`src/rtl/alu_cmd_ctrl_if.sv`:
```
// Command byte link, ALU operand/result bus and status flags.
// master drives command/result inputs, slave is the controller.
interface alu_cmd_ctrl_if;
  logic [7:0]  rx_data;
  logic        rx_valid;
  logic        rx_ready;
  logic [15:0] alu_a;
  logic [15:0] alu_b;
  logic [3:0]  alu_fun;
  logic [15:0] alu_out;
  logic [7:0]  tx_data;
  logic        tx_valid;
  logic        tx_ready;
  logic        busy;
  logic        err;

  modport master (
    output rx_data, rx_valid, alu_out, tx_ready,
    input  rx_ready, alu_a, alu_b, alu_fun,
    input  tx_data, tx_valid, busy, err
  );

  modport slave (
    input  rx_data, rx_valid, alu_out, tx_ready,
    output rx_ready, alu_a, alu_b, alu_fun,
    output tx_data, tx_valid, busy, err
  );
endinterface

```
`src/rtl/alu_cmd_ctrl.sv`:
```
// Collects a 5-byte command frame, drives an external ALU and
// returns its 16-bit result as two bytes, low byte first.
module alu_cmd_ctrl #(
  parameter int unsigned ALU_LAT = 1
) (
  input logic          CLK,
  input logic          RST,
  alu_cmd_ctrl_if.slave bus
);

  typedef enum logic [2:0] {
    IDLE,
    GET_A0,
    GET_A1,
    GET_B0,
    GET_B1,
    EXEC,
    SEND_LO,
    SEND_HI
  } state_t;

  localparam logic [3:0] LAST = 4'(ALU_LAT);

  state_t      state;
  logic [15:0] result;
  logic [3:0]  cnt;
  logic        rx_fire;
  logic        tx_fire;

  assign rx_fire = bus.rx_valid && bus.rx_ready;
  assign tx_fire = bus.tx_valid && bus.tx_ready;

  always_ff @(posedge CLK or negedge RST) begin
    if (!RST) begin
      state        <= IDLE;
      result       <= '0;
      cnt          <= '0;
      bus.alu_a    <= '0;
      bus.alu_b    <= '0;
      bus.alu_fun  <= '0;
      bus.tx_data  <= '0;
      bus.tx_valid <= 1'b0;
      bus.rx_ready <= 1'b1;
      bus.busy     <= 1'b0;
      bus.err      <= 1'b0;
    end else begin
      bus.err <= 1'b0;
      unique case (state)
        IDLE: begin
          if (rx_fire) begin
            if (bus.rx_data[7:4] == 4'h0) begin
              bus.alu_fun <= bus.rx_data[3:0];
              bus.busy    <= 1'b1;
              state       <= GET_A0;
            end else begin
              bus.err <= 1'b1;
            end
          end
        end
        GET_A0: begin
          if (rx_fire) begin
            bus.alu_a[7:0] <= bus.rx_data;
            state          <= GET_A1;
          end
        end
        GET_A1: begin
          if (rx_fire) begin
            bus.alu_a[15:8] <= bus.rx_data;
            state           <= GET_B0;
          end
        end
        GET_B0: begin
          if (rx_fire) begin
            bus.alu_b[7:0] <= bus.rx_data;
            state          <= GET_B1;
          end
        end
        GET_B1: begin
          if (rx_fire) begin
            bus.alu_b[15:8] <= bus.rx_data;
            bus.rx_ready    <= 1'b0;
            cnt             <= '0;
            state           <= EXEC;
          end
        end
        EXEC: begin
          // wait out the ALU pipeline plus its output register
          if (cnt == LAST) begin
            result       <= bus.alu_out;
            bus.tx_data  <= bus.alu_out[7:0];
            bus.tx_valid <= 1'b1;
            cnt          <= '0;
            state        <= SEND_LO;
          end else begin
            cnt <= cnt + 4'd1;
          end
        end
        SEND_LO: begin
          if (tx_fire) begin
            bus.tx_data <= result[15:8];
            state       <= SEND_HI;
          end
        end
        SEND_HI: begin
          if (tx_fire) begin
            bus.tx_data  <= '0;
            bus.tx_valid <= 1'b0;
            bus.busy     <= 1'b0;
            bus.rx_ready <= 1'b1;
            state        <= IDLE;
          end
        end
        default: state <= IDLE;
      endcase
    end
  end

endmodule

```
`src/flat_wrapper.sv`:
```
// flat-port wrapper written by rule: the top's interface ports become plain ports
module alu_cmd_ctrl_flat 
#(
  parameter int unsigned ALU_LAT = 1
)
  (CLK, RST, bus_rx_data, bus_rx_valid, bus_alu_out, bus_tx_ready, bus_rx_ready, bus_alu_a, bus_alu_b, bus_alu_fun, bus_tx_data, bus_tx_valid, bus_busy, bus_err);
  alu_cmd_ctrl_if bus_i ();
  input logic CLK;
  input logic RST;
  input wire logic [$bits(bus_i.rx_data)-1:0] bus_rx_data;
  input wire logic [$bits(bus_i.rx_valid)-1:0] bus_rx_valid;
  input wire logic [$bits(bus_i.alu_out)-1:0] bus_alu_out;
  input wire logic [$bits(bus_i.tx_ready)-1:0] bus_tx_ready;
  output wire logic [$bits(bus_i.rx_ready)-1:0] bus_rx_ready;
  output wire logic [$bits(bus_i.alu_a)-1:0] bus_alu_a;
  output wire logic [$bits(bus_i.alu_b)-1:0] bus_alu_b;
  output wire logic [$bits(bus_i.alu_fun)-1:0] bus_alu_fun;
  output wire logic [$bits(bus_i.tx_data)-1:0] bus_tx_data;
  output wire logic [$bits(bus_i.tx_valid)-1:0] bus_tx_valid;
  output wire logic [$bits(bus_i.busy)-1:0] bus_busy;
  output wire logic [$bits(bus_i.err)-1:0] bus_err;
  assign bus_i.rx_data = bus_rx_data;
  assign bus_i.rx_valid = bus_rx_valid;
  assign bus_i.alu_out = bus_alu_out;
  assign bus_i.tx_ready = bus_tx_ready;
  assign bus_rx_ready = bus_i.rx_ready;
  assign bus_alu_a = bus_i.alu_a;
  assign bus_alu_b = bus_i.alu_b;
  assign bus_alu_fun = bus_i.alu_fun;
  assign bus_tx_data = bus_i.tx_data;
  assign bus_tx_valid = bus_i.tx_valid;
  assign bus_busy = bus_i.busy;
  assign bus_err = bus_i.err;
  alu_cmd_ctrl #(.ALU_LAT(ALU_LAT)) u_core (.CLK(CLK), .RST(RST), .bus(bus_i));
endmodule
```
`config.mk`:
```
export PLATFORM = sky130hd
export DESIGN_NAME = alu_cmd_ctrl_flat
export DESIGN_NICKNAME = d
export VERILOG_FILES = /design/src/rtl/alu_cmd_ctrl_if.sv /design/src/rtl/alu_cmd_ctrl.sv /design/src/flat_wrapper.sv
export SDC_FILE = /design/constraint.sdc
export NUM_CORES = 1
export LEC_CHECK = 0
export CORE_MARGIN = 5
export CORE_UTILIZATION = 43
export CTS_CLUSTER_DIAMETER = 50
export CTS_CLUSTER_SIZE = 10
export DETAILED_ROUTE_END_ITERATION = 6
export PLACE_DENSITY = 0.83
export SLEW_MARGIN = 10
export SYNTH_ARGS = -nofsm -noshare
export SYNTH_HDL_FRONTEND = slang
export SYNTH_SLANG_ARGS = --single-unit
```
`constraint.sdc`:
```
create_clock -name CLK -period 1.74 [get_ports CLK]
set_input_delay 0.174 -clock CLK [delete_from_list [all_inputs] [get_ports CLK]]
set_output_delay 0.174 -clock CLK [all_outputs]
set_load 0.02 [all_outputs]
```
==> summary.md <==
| Metric | Value |
|---|---|
| Initial drt markers | 39 |
| Post-synthesis area per instance | 13.89 um2 |
| Largest family of logic cells by synthesized area | multiplexers |
| Critical Path Max Stage Delay | 0.41 ns |
| Number of global-route vias before repair | 2102 |
| Reg2reg path depth | 6 |
| Layout Cells excl Fill | 378 |
| Vias/cell | 4.981 |
| Top_reg_cell synth | dfrtp_1 |
| Initial antenna violation count | 0 |
| GRT Total Usage | 17.62% |
| Fraction of the mapped netlist area in adder cells | 0.9238% |
| Largest net degree at the start of global routing | 34 |
| Core Area | 6241 um2 |
| Worst-margin pin slew | 0.4025 ns |
| Xor and xnor area share after synthesis | 0.6467% |
| Fin nets | 327 |
| Die W | 89.37 um |
| Wire length per cell | 16.47 um |
| Number of port buffers | 75 |
| Status | complete, no violations |
| Worst Hold Class | in -> async |
| Synthesis Warnings | 0 |
| Commonest non-fill, non-tap cell in the layout | clkdlybuf4s50_1 |
| Chip Height | 89.37 um |
| Final hold vios | 0 |
| CTS Buf Count | 9 |
| Placed Cells | 356 |
| Sequential share of the synthesized area | 58.24% |
| Antenna Violating Nets Remaining | 0 |
| Critical path type | reg -> reg |
| WP buf/inv | 2 |
| # setup viols final | 0 |
| Mapped Nets | 225 |
| Die ar. | 7987 um2 |
| Routed vias | 1883 |
| Pwr per Cell Area | 699.7 nW/um2 |
| Post-synth EDFFs | 0 |
| Yosys cell types | 41 |
| Max Fclk | 578.4 MHz |
| CP max-delay cell | or3b_4 |
| Async set-or-reset flop fraction in the synthesized netlist | 100.0% |
| RSZ-0062 raised after global routing | true |
| Mapped cell area | 2709 um2 |
| CP startpoint kind | flop |
| CTS H-tree depth | 3 |
| Worst R2R Setup Slack | 0.01 ns |
| Num rows | 29 |
| Peak VDD IR | 621.1 uV |
| GPL Wtd Cong | 0.7948 |
| Final Cycle Share | 99.37% |
| R2R Path End | u_core.result[11]$_DFFE_PN0P_ |
| ANT cells | 0 |
| Yosys reg bits | 63 |
| Crit path DAT | 1.94 ns |
| Post-synthesis simple-gate area fraction | 11.27% |
| Sink Count | 63 |
| DR DRC count | 0 |
| Max_cap viols | 0 |
| First-pass GRT wire length | 10.45 mm |
| Worst-Skew Late Latency | 0.34 ns |
| Post-synthesis compound-gate area fraction | 5.219% |
| Crit Path Max Fanout | 6 |
| Syn Inst Count | 195 |
| CP Capture Type | flop |
| Fin. max-slew vios | 0 |
| Drt total wl | 6.227 mm |
| Crit path time final | 1.729 ns |
| Final hold slack | 0.4295 ns |
| Initial Util | 43.40% |
| Max_slew headroom | 72.96% |
| Cell family with most CP delay | simple AND/OR/NAND/NOR gates |
| Skew final | 0.009782 ns |
| TritonCTS clock tree | yes |
| TritonRoute pass-1 iters | 4 |
| Root buf cell | clkbuf_8 |
| Clk pin slew, worst setup/hold paths | 0.07 ns |
| Worst EP required | 1.96 ns |
| Most frequent cells in the layout | clkdlybuf4s50_1, dfrtp_1, mux2_2, buf_4, clkbuf_8 |
| Area delta synth->final | 45.40% |
| Gr ovfl total | 0 |
| Leak pwr | 1.921 nW |
| Clock buffer depth | 2 |
| HPWL Detailed | 4.344 mm |
| Crit-path cells | inv_2, ha_4, or3b_4, nor2_4, buf_12, mux2_2 |
| IO Count | 76 |
| Multiplexer share of the synthesized area | 21.25% |
| Worst r2r src | u_core.cnt[1]$_DFFE_PN0P_ |
| Fraction of final layout cells sized beyond drive strength 1 | 32.56% |
[synth_stat cells (2+ instances only)]
master / number / area (um2)
a21o_1: 2 / 15.01
a21oi_1: 11 / 55.05
and3_1: 2 / 12.51
buf_2: 4 / 20.02
dfrtp_1: 62 / 1551
ha_1: 2 / 25.02
inv_1: 10 / 37.54
mux2_2: 44 / 495.5
mux2i_1: 8 / 80.08
nand2_1: 3 / 11.26
nor2_1: 2 / 7.510
nor2_4: 2 / 22.52
nor3b_1: 10 / 75.07
o21ai_0: 3 / 15.01
o22ai_1: 3 / 18.77
xor2_1: 2 / 17.52
[state kept, by name (all words and copies together) (netlist names)]
register	flops
u_core.state	3
u_core.bus.err	1
u_core.bus.alu_fun	4
u_core.bus.alu_a	16
u_core.bus.rx_ready	1
u_core.result	8
u_core.bus.tx_data	8
u_core.cnt	4
u_core.bus.busy	1
u_core.bus.tx_valid	1
u_core.bus.alu_b	16
[logic make-up after synthesis]
kind of cell	after synthesis
XOR/XNOR	2
AND/OR/NAND/NOR	37
multiplexers	52
flip-flops	63
buffers and inverters	16
adder cells (fa/ha/maj)	2
AO/OA/AOI/OAI	23
[worst register-to-register path: stages (launching register included)]
cell,delay (ns)
dfrtp_1,0.39
inv_2,0.08
ha_4,0.12
or3b_4,0.41
nor2_4,0.14
buf_12,0.14
mux2_2,0.33
[routing by layer]
| layer | vias to the layer above | share of wire, % | track usage (%) |
|---|---|---|---|
| li1 | 894 | - | - |
| met3 | 10 | 10 | 7.926 |
| met4 | 0 | 1.8 | 6.901 |
| met1 | 919 | 40 | 20.77 |
| met5 | - | 0 | 0 |
| met2 | 60 | 48 | 28.20 |
[stage by stage]
stage / utilization (%) / cell area, um2 / setup TNS [ns] / total power, mW / worst slack (ns)
after CTS: 62.37 / 3892 / -0.006317 / 2.797 / -0.005070
after detailed placement: 58.60 / 3657 / -0.4597 / 1.615 / -0.04848
after floorplan: - / 2709 / 0 / 1.501 / 0.05564
after global routing: 63.11 / 3939 / -0.07076 / 2.882 / -0.02871
after global placement: 58.60 / 3657 / 0 / 1.614 / 0.0003965
final: 63.11 / 3939 / 0 / 2.756 / 0.01105
[what timing repair did]
action	in CTS	in global routing
hold buffers	1	0
setup endpoints to repair	8	10
pin swaps	1	1
resized for setup	0	8
endpoints found under the hold margin	62	0
setup buffers	4	2
[power breakdown]
part           internal [mW]  total [mW]  leakage, nW  switching [mW]
Clock                  0.621        1.17       0.0942           0.548
Sequential              1.46        1.46        0.814               0
Combinational         0.0676       0.123         1.01          0.0554
[layout make-up]
class                      count  area (um2)
clock inverter                 3       17.52
tap                           77       96.34
timing repair buffer          96       947.2
fill                         502        2302
sequential                    63        1578
multi-input combinational    116        1092
clock buffer                  12       165.2
inverter                      11       42.54
[how the worst max path moves through the flow]
stage               slack [ns]  cells past startpoint                             from                               end
floorplan                 0.06                      4  u_core.bus.rx_ready$_DFFE_PN1P_  u_core.bus.alu_a[10]$_DFFE_PN0P_
global placement        0.0004                      5        u_core.cnt[1]$_DFFE_PN0P_     u_core.result[11]$_DFFE_PN0P_
detailed placement       -0.05                      5        u_core.cnt[1]$_DFFE_PN0P_     u_core.result[11]$_DFFE_PN0P_
CTS                     -0.005                      6        u_core.cnt[1]$_DFFE_PN0P_      u_core.result[9]$_DFFE_PN0P_
global route             -0.03                      6        u_core.cnt[1]$_DFFE_PN0P_     u_core.result[11]$_DFFE_PN0P_
finish                    0.01                      6        u_core.cnt[1]$_DFFE_PN0P_     u_core.result[11]$_DFFE_PN0P_
Power figures use the tool's default switching activity.
==> RTL change 1 (same settings) <==
Encoding of `state_t`: now one-hot (8 bits for 8 states).
--- a/src/rtl/alu_cmd_ctrl.sv
+++ b/src/rtl/alu_cmd_ctrl.sv
@@ -10,11 +10,11 @@
 
-  typedef enum logic [2:0] {
-    IDLE,
-    GET_A0,
-    GET_A1,
-    GET_B0,
-    GET_B1,
-    EXEC,
-    SEND_LO,
-    SEND_HI
+  typedef enum logic [7:0] {
+    IDLE    = 8'b00000001,
+    GET_A0  = 8'b00000010,
+    GET_A1  = 8'b00000100,
+    GET_B0  = 8'b00001000,
+    GET_B1  = 8'b00010000,
+    EXEC    = 8'b00100000,
+    SEND_LO = 8'b01000000,
+    SEND_HI = 8'b10000000
   } state_t;
Formal check against the unedited RTL: no difference found for any inputs over 10 cycles, from zero or initial values and one cycle with RST low; not proved beyond that.
==> RTL change 1 against the original RTL <==
The flow now finishes with violations (setup timing). Worst hold slack got worse by 0.12 ns. Count of clock-buffer cells in the layout down 2. Worst setup slack lost 0.43 ns. Via count up 43%. Final area is 29% higher. Synthesized area is 15% higher. Fmax fell by 20%. Sequential cell count up 5. Wire length increased by 62%. Cell count increased by 31%. Power grew 18%. Critical path type unchanged. Largest cell class unchanged. Largest power group unchanged. Highest routed layer unchanged.
==> RTL change 1: results (changes against the original RTL) <==
- Status: finished, violations left
- Failing checks: setup timing
- Top post-synthesis cells by count: dfrtp_1, mux2_2
- Max_slew headroom: 62.4% (-11 points)
- Synth cell types: 40 (-2.4%)
- Setup_tns: -21.49 ns (-21.49 ns)
- Compound-Gate Fraction of Synth Area: 8.77% (+3.5 points)
- Wire length per cell: 20.4 um (+24%)
- Inverters: 5 (-6)
- Vias per std cell: 5.44 (+9.2%)
- Worst IR Drop VDD: 0.437 mV (-30%)
- Syn nets: 283 (+26%)
- Placer Congestion: 0.872 (+9.7%)
- Num sequential: 68 (+7.9%)
- GRT Util Overall: 23.2% (+5.6 points)
- XOR/XNOR Fraction of Synth Area: 1.13% (+0.48 points)
- Final nets: 422 (+29%)
- Clock latency on the worst-skew pair: 0.36 ns (+0.02 ns)
- Post-synthesis mux area share: 19.2% (-2.1 points)
- Worst Slack Setup Final: -0.414 ns (-0.425 ns)
- Dpl cells: 463 (+30%)
- Layout cells sized above 1: 44.3% (+12 points)
- Nonclk buf count: 140 (+46%)
- Multi-In Gates: 168 (+45%)
- Pin count of the biggest net entering global routing: 53 (+56%)
- Initial drt markers: 167 (+330%)
- Endpoints failing setup: 67 (+67)
RTL change 1: worst paths after layout:
| kind | from | endpoint | slack (ns) | cells after the start |
|---|---|---|---|---|
| max | u_core.state[5] | u_core.bus.alu_fun[2] | -0.41 | 6 |
| min | RST | u_core.result[15] | 0.31 | 2 |
| max reg2reg | u_core.state[5] | u_core.bus.alu_fun[2] | -0.41 | 6 |
| min reg2reg | u_core.bus.alu_b[11] | u_core.bus.alu_b[11] | 0.51 | 1 |
| max in group asynchronous | RST | u_core.state[0] | 0.76 | 3 |
| min in group CLK | bus_alu_out[15] | u_core.result[15] | 0.44 | 2 |
RTL change 1: kinds of logic (layout without fill, tap and decap cells):
kind of cell,after synthesis,in the layout
buffers and inverters,17,161
AO/OA/AOI/OAI,40,40
multiplexers,53,53
flip-flops,68,68
XOR/XNOR,4,4
AND/OR/NAND/NOR,69,69
adder cells (fa/ha/maj),2,2
RTL change 1: power breakdown:
| group | total [uW] | switching, uW | internal, uW |
|---|---|---|---|
| Sequential | 1590 | 5.46 | 1590 |
| Combinational | 161 | 73.0 | 88.1 |
| Clock | 1480 | 639 | 846 |
| Total | 3240 | 717 | 2520 |
RTL change 1: metal layers:
metal	track usage [%]	up-vias	wire length, um
met4	11.5	0	293
li1	-	1195	-
met2	37.9	101	5200
met5	0	-	0
met1	29.5	1381	3970
met3	4.42	21	643
RTL change 1: worst max-delay path, cell delays in order, from the launching register on:
cell and delay [ns]:
dfrtp_1 0.39, or4_4 0.55, buf_4 0.16, nor4b_4 0.36, nand3_2 0.15, buf_6 0.16, mux2_2 0.27
RTL change 1: repair_timing:
item / in CTS / in global routing
setup buffers: 11 / 3
hold buffers: 1 / 0
hold endpoints to repair: 16 / 0
cloned: 2 / 0
pin swaps: 13 / 10
setup endpoints to repair: 64 / 68
gates resized for setup: 52 / 15
==> RTL change 2 (config.mk and constraints unchanged) <==
Made on the original files. Reset style: synchronous (`RST`), changed in one clocked block.
--- a/src/rtl/alu_cmd_ctrl.sv
+++ b/src/rtl/alu_cmd_ctrl.sv
@@ -32,3 +32,3 @@
 
-  always_ff @(posedge CLK or negedge RST) begin
+  always_ff @(posedge CLK) begin
     if (!RST) begin
Function: differs if RST is asserted again (counterexample within 4 cycles, from zero or initial values and one cycle with RST low); with RST held inactive, the same outputs for 10 cycles.
==> RTL change 2 against the original RTL <==
Highest routed layer unchanged. Count of clock-buffer cells in the layout shrank 1. Critical endpoint is now u_core.bus.tx_data[3]. Worst setup slack improved by 0.15 ns. Wire length up 6.7%. Non-clock buffer count unchanged. Sequential cell count stayed put. Synthesized area down 3.3%. Critical path depth unchanged. Final area shrank 4.7%. Largest cell class unchanged. Synthesized cell count is 39% higher.
Power is not compared: it rests on default switching activity, and its combinational part moved more than twofold at a synthesized area within 25%.
==> RTL change 2: results (changes against the original RTL) <==
- Status: completed
- Hold Path Class: in -> reg
- Final wirelength: 6650 um (+6.7%)
- Reg2reg setup slack: 0.16 ns (+0.15 ns)
- Seq/Total Area, Yosys: 48.2% (-10 points)
- Pin count of the biggest net entering global routing: 60 (+76%)
- Worst reg2reg startpoint: u_core.cnt[1]
- Dpl cells: 425 (+19%)
- Sequential Area: 1260 um2 (-20%)
- Slowest cell on the critical path: dfxtp_1
- Worst EP arrival: 1.84 ns (-0.10 ns)
- Post-detail-place hpwl: 4710 um (+8.4%)
- Final nets: 391 (+20%)
- Layout cells sized above 1: 15.0% (-18 points)
- Top post-synthesis cells by count: dfxtp_1, nor2_1, mux2i_1, o21ai_0, inv_1
- DP Area: 3560 um2 (-2.8%)
- Netlist Area Pre-Place: 2620 um2 (-3.3%)
- Top cells by area, synth: dfxtp_1, mux2i_1, nor2_1
- Placer Congestion: 0.806 (+1.4%)
- Total power: approximately 2900 uW
- Crit path launch: u_core.cnt[1]
- CP Max Fanout: 8 (+2)
- Metal2 WL: 3200 um (+6.4%)
- Slowest cell delay on critical path: 0.38 ns (-0.03 ns)
- Met2 Resource Use GR: 28.2% (-0.048 points)
- Min Hold Slack: 0.450 ns (+0.0205 ns)
- GRT Util Overall: 18.3% (+0.67 points)
-- RTL change 2: cell types whose count changed in the layout (fill, tap and decap cells not counted), moves of 4 or more --
cell	change
dfrtp_1	-62
nor3b_1	-10
mux2i_1	+37
mux2_2	-40
o21ai_0	+16
mux2_4	-4
a211oi_2	+7
nor2_1	+48
dfxtp_1	+63
-- RTL change 2: layout make-up --
class,instances,share of cell area (%)
inverters,13,1.30
flip-flops and latches,63,33.6
clock buffers,11,4.03
repair buffers,96,24.9
clock inverters,5,0.867
multi-input cells,178,32.8
well taps,75,2.50
-- RTL change 2: worst max-delay path, delay by kind of cell, from the launching register on --
kind / cells / cell delay, ns
AO/OA/AOI/OAI: 1 / 0.20
adder cells (fa/ha/maj): 1 / 0.17
AND/OR/NAND/NOR: 3 / 0.68
flip-flops: 1 / 0.38
buffers and inverters: 1 / 0.06
-- RTL change 2: what timing repair did --
action | in CTS | in global routing
endpoints found under the setup margin | 8 | 16
resized for setup | 1 | 3
hold buffers | 0 | 0
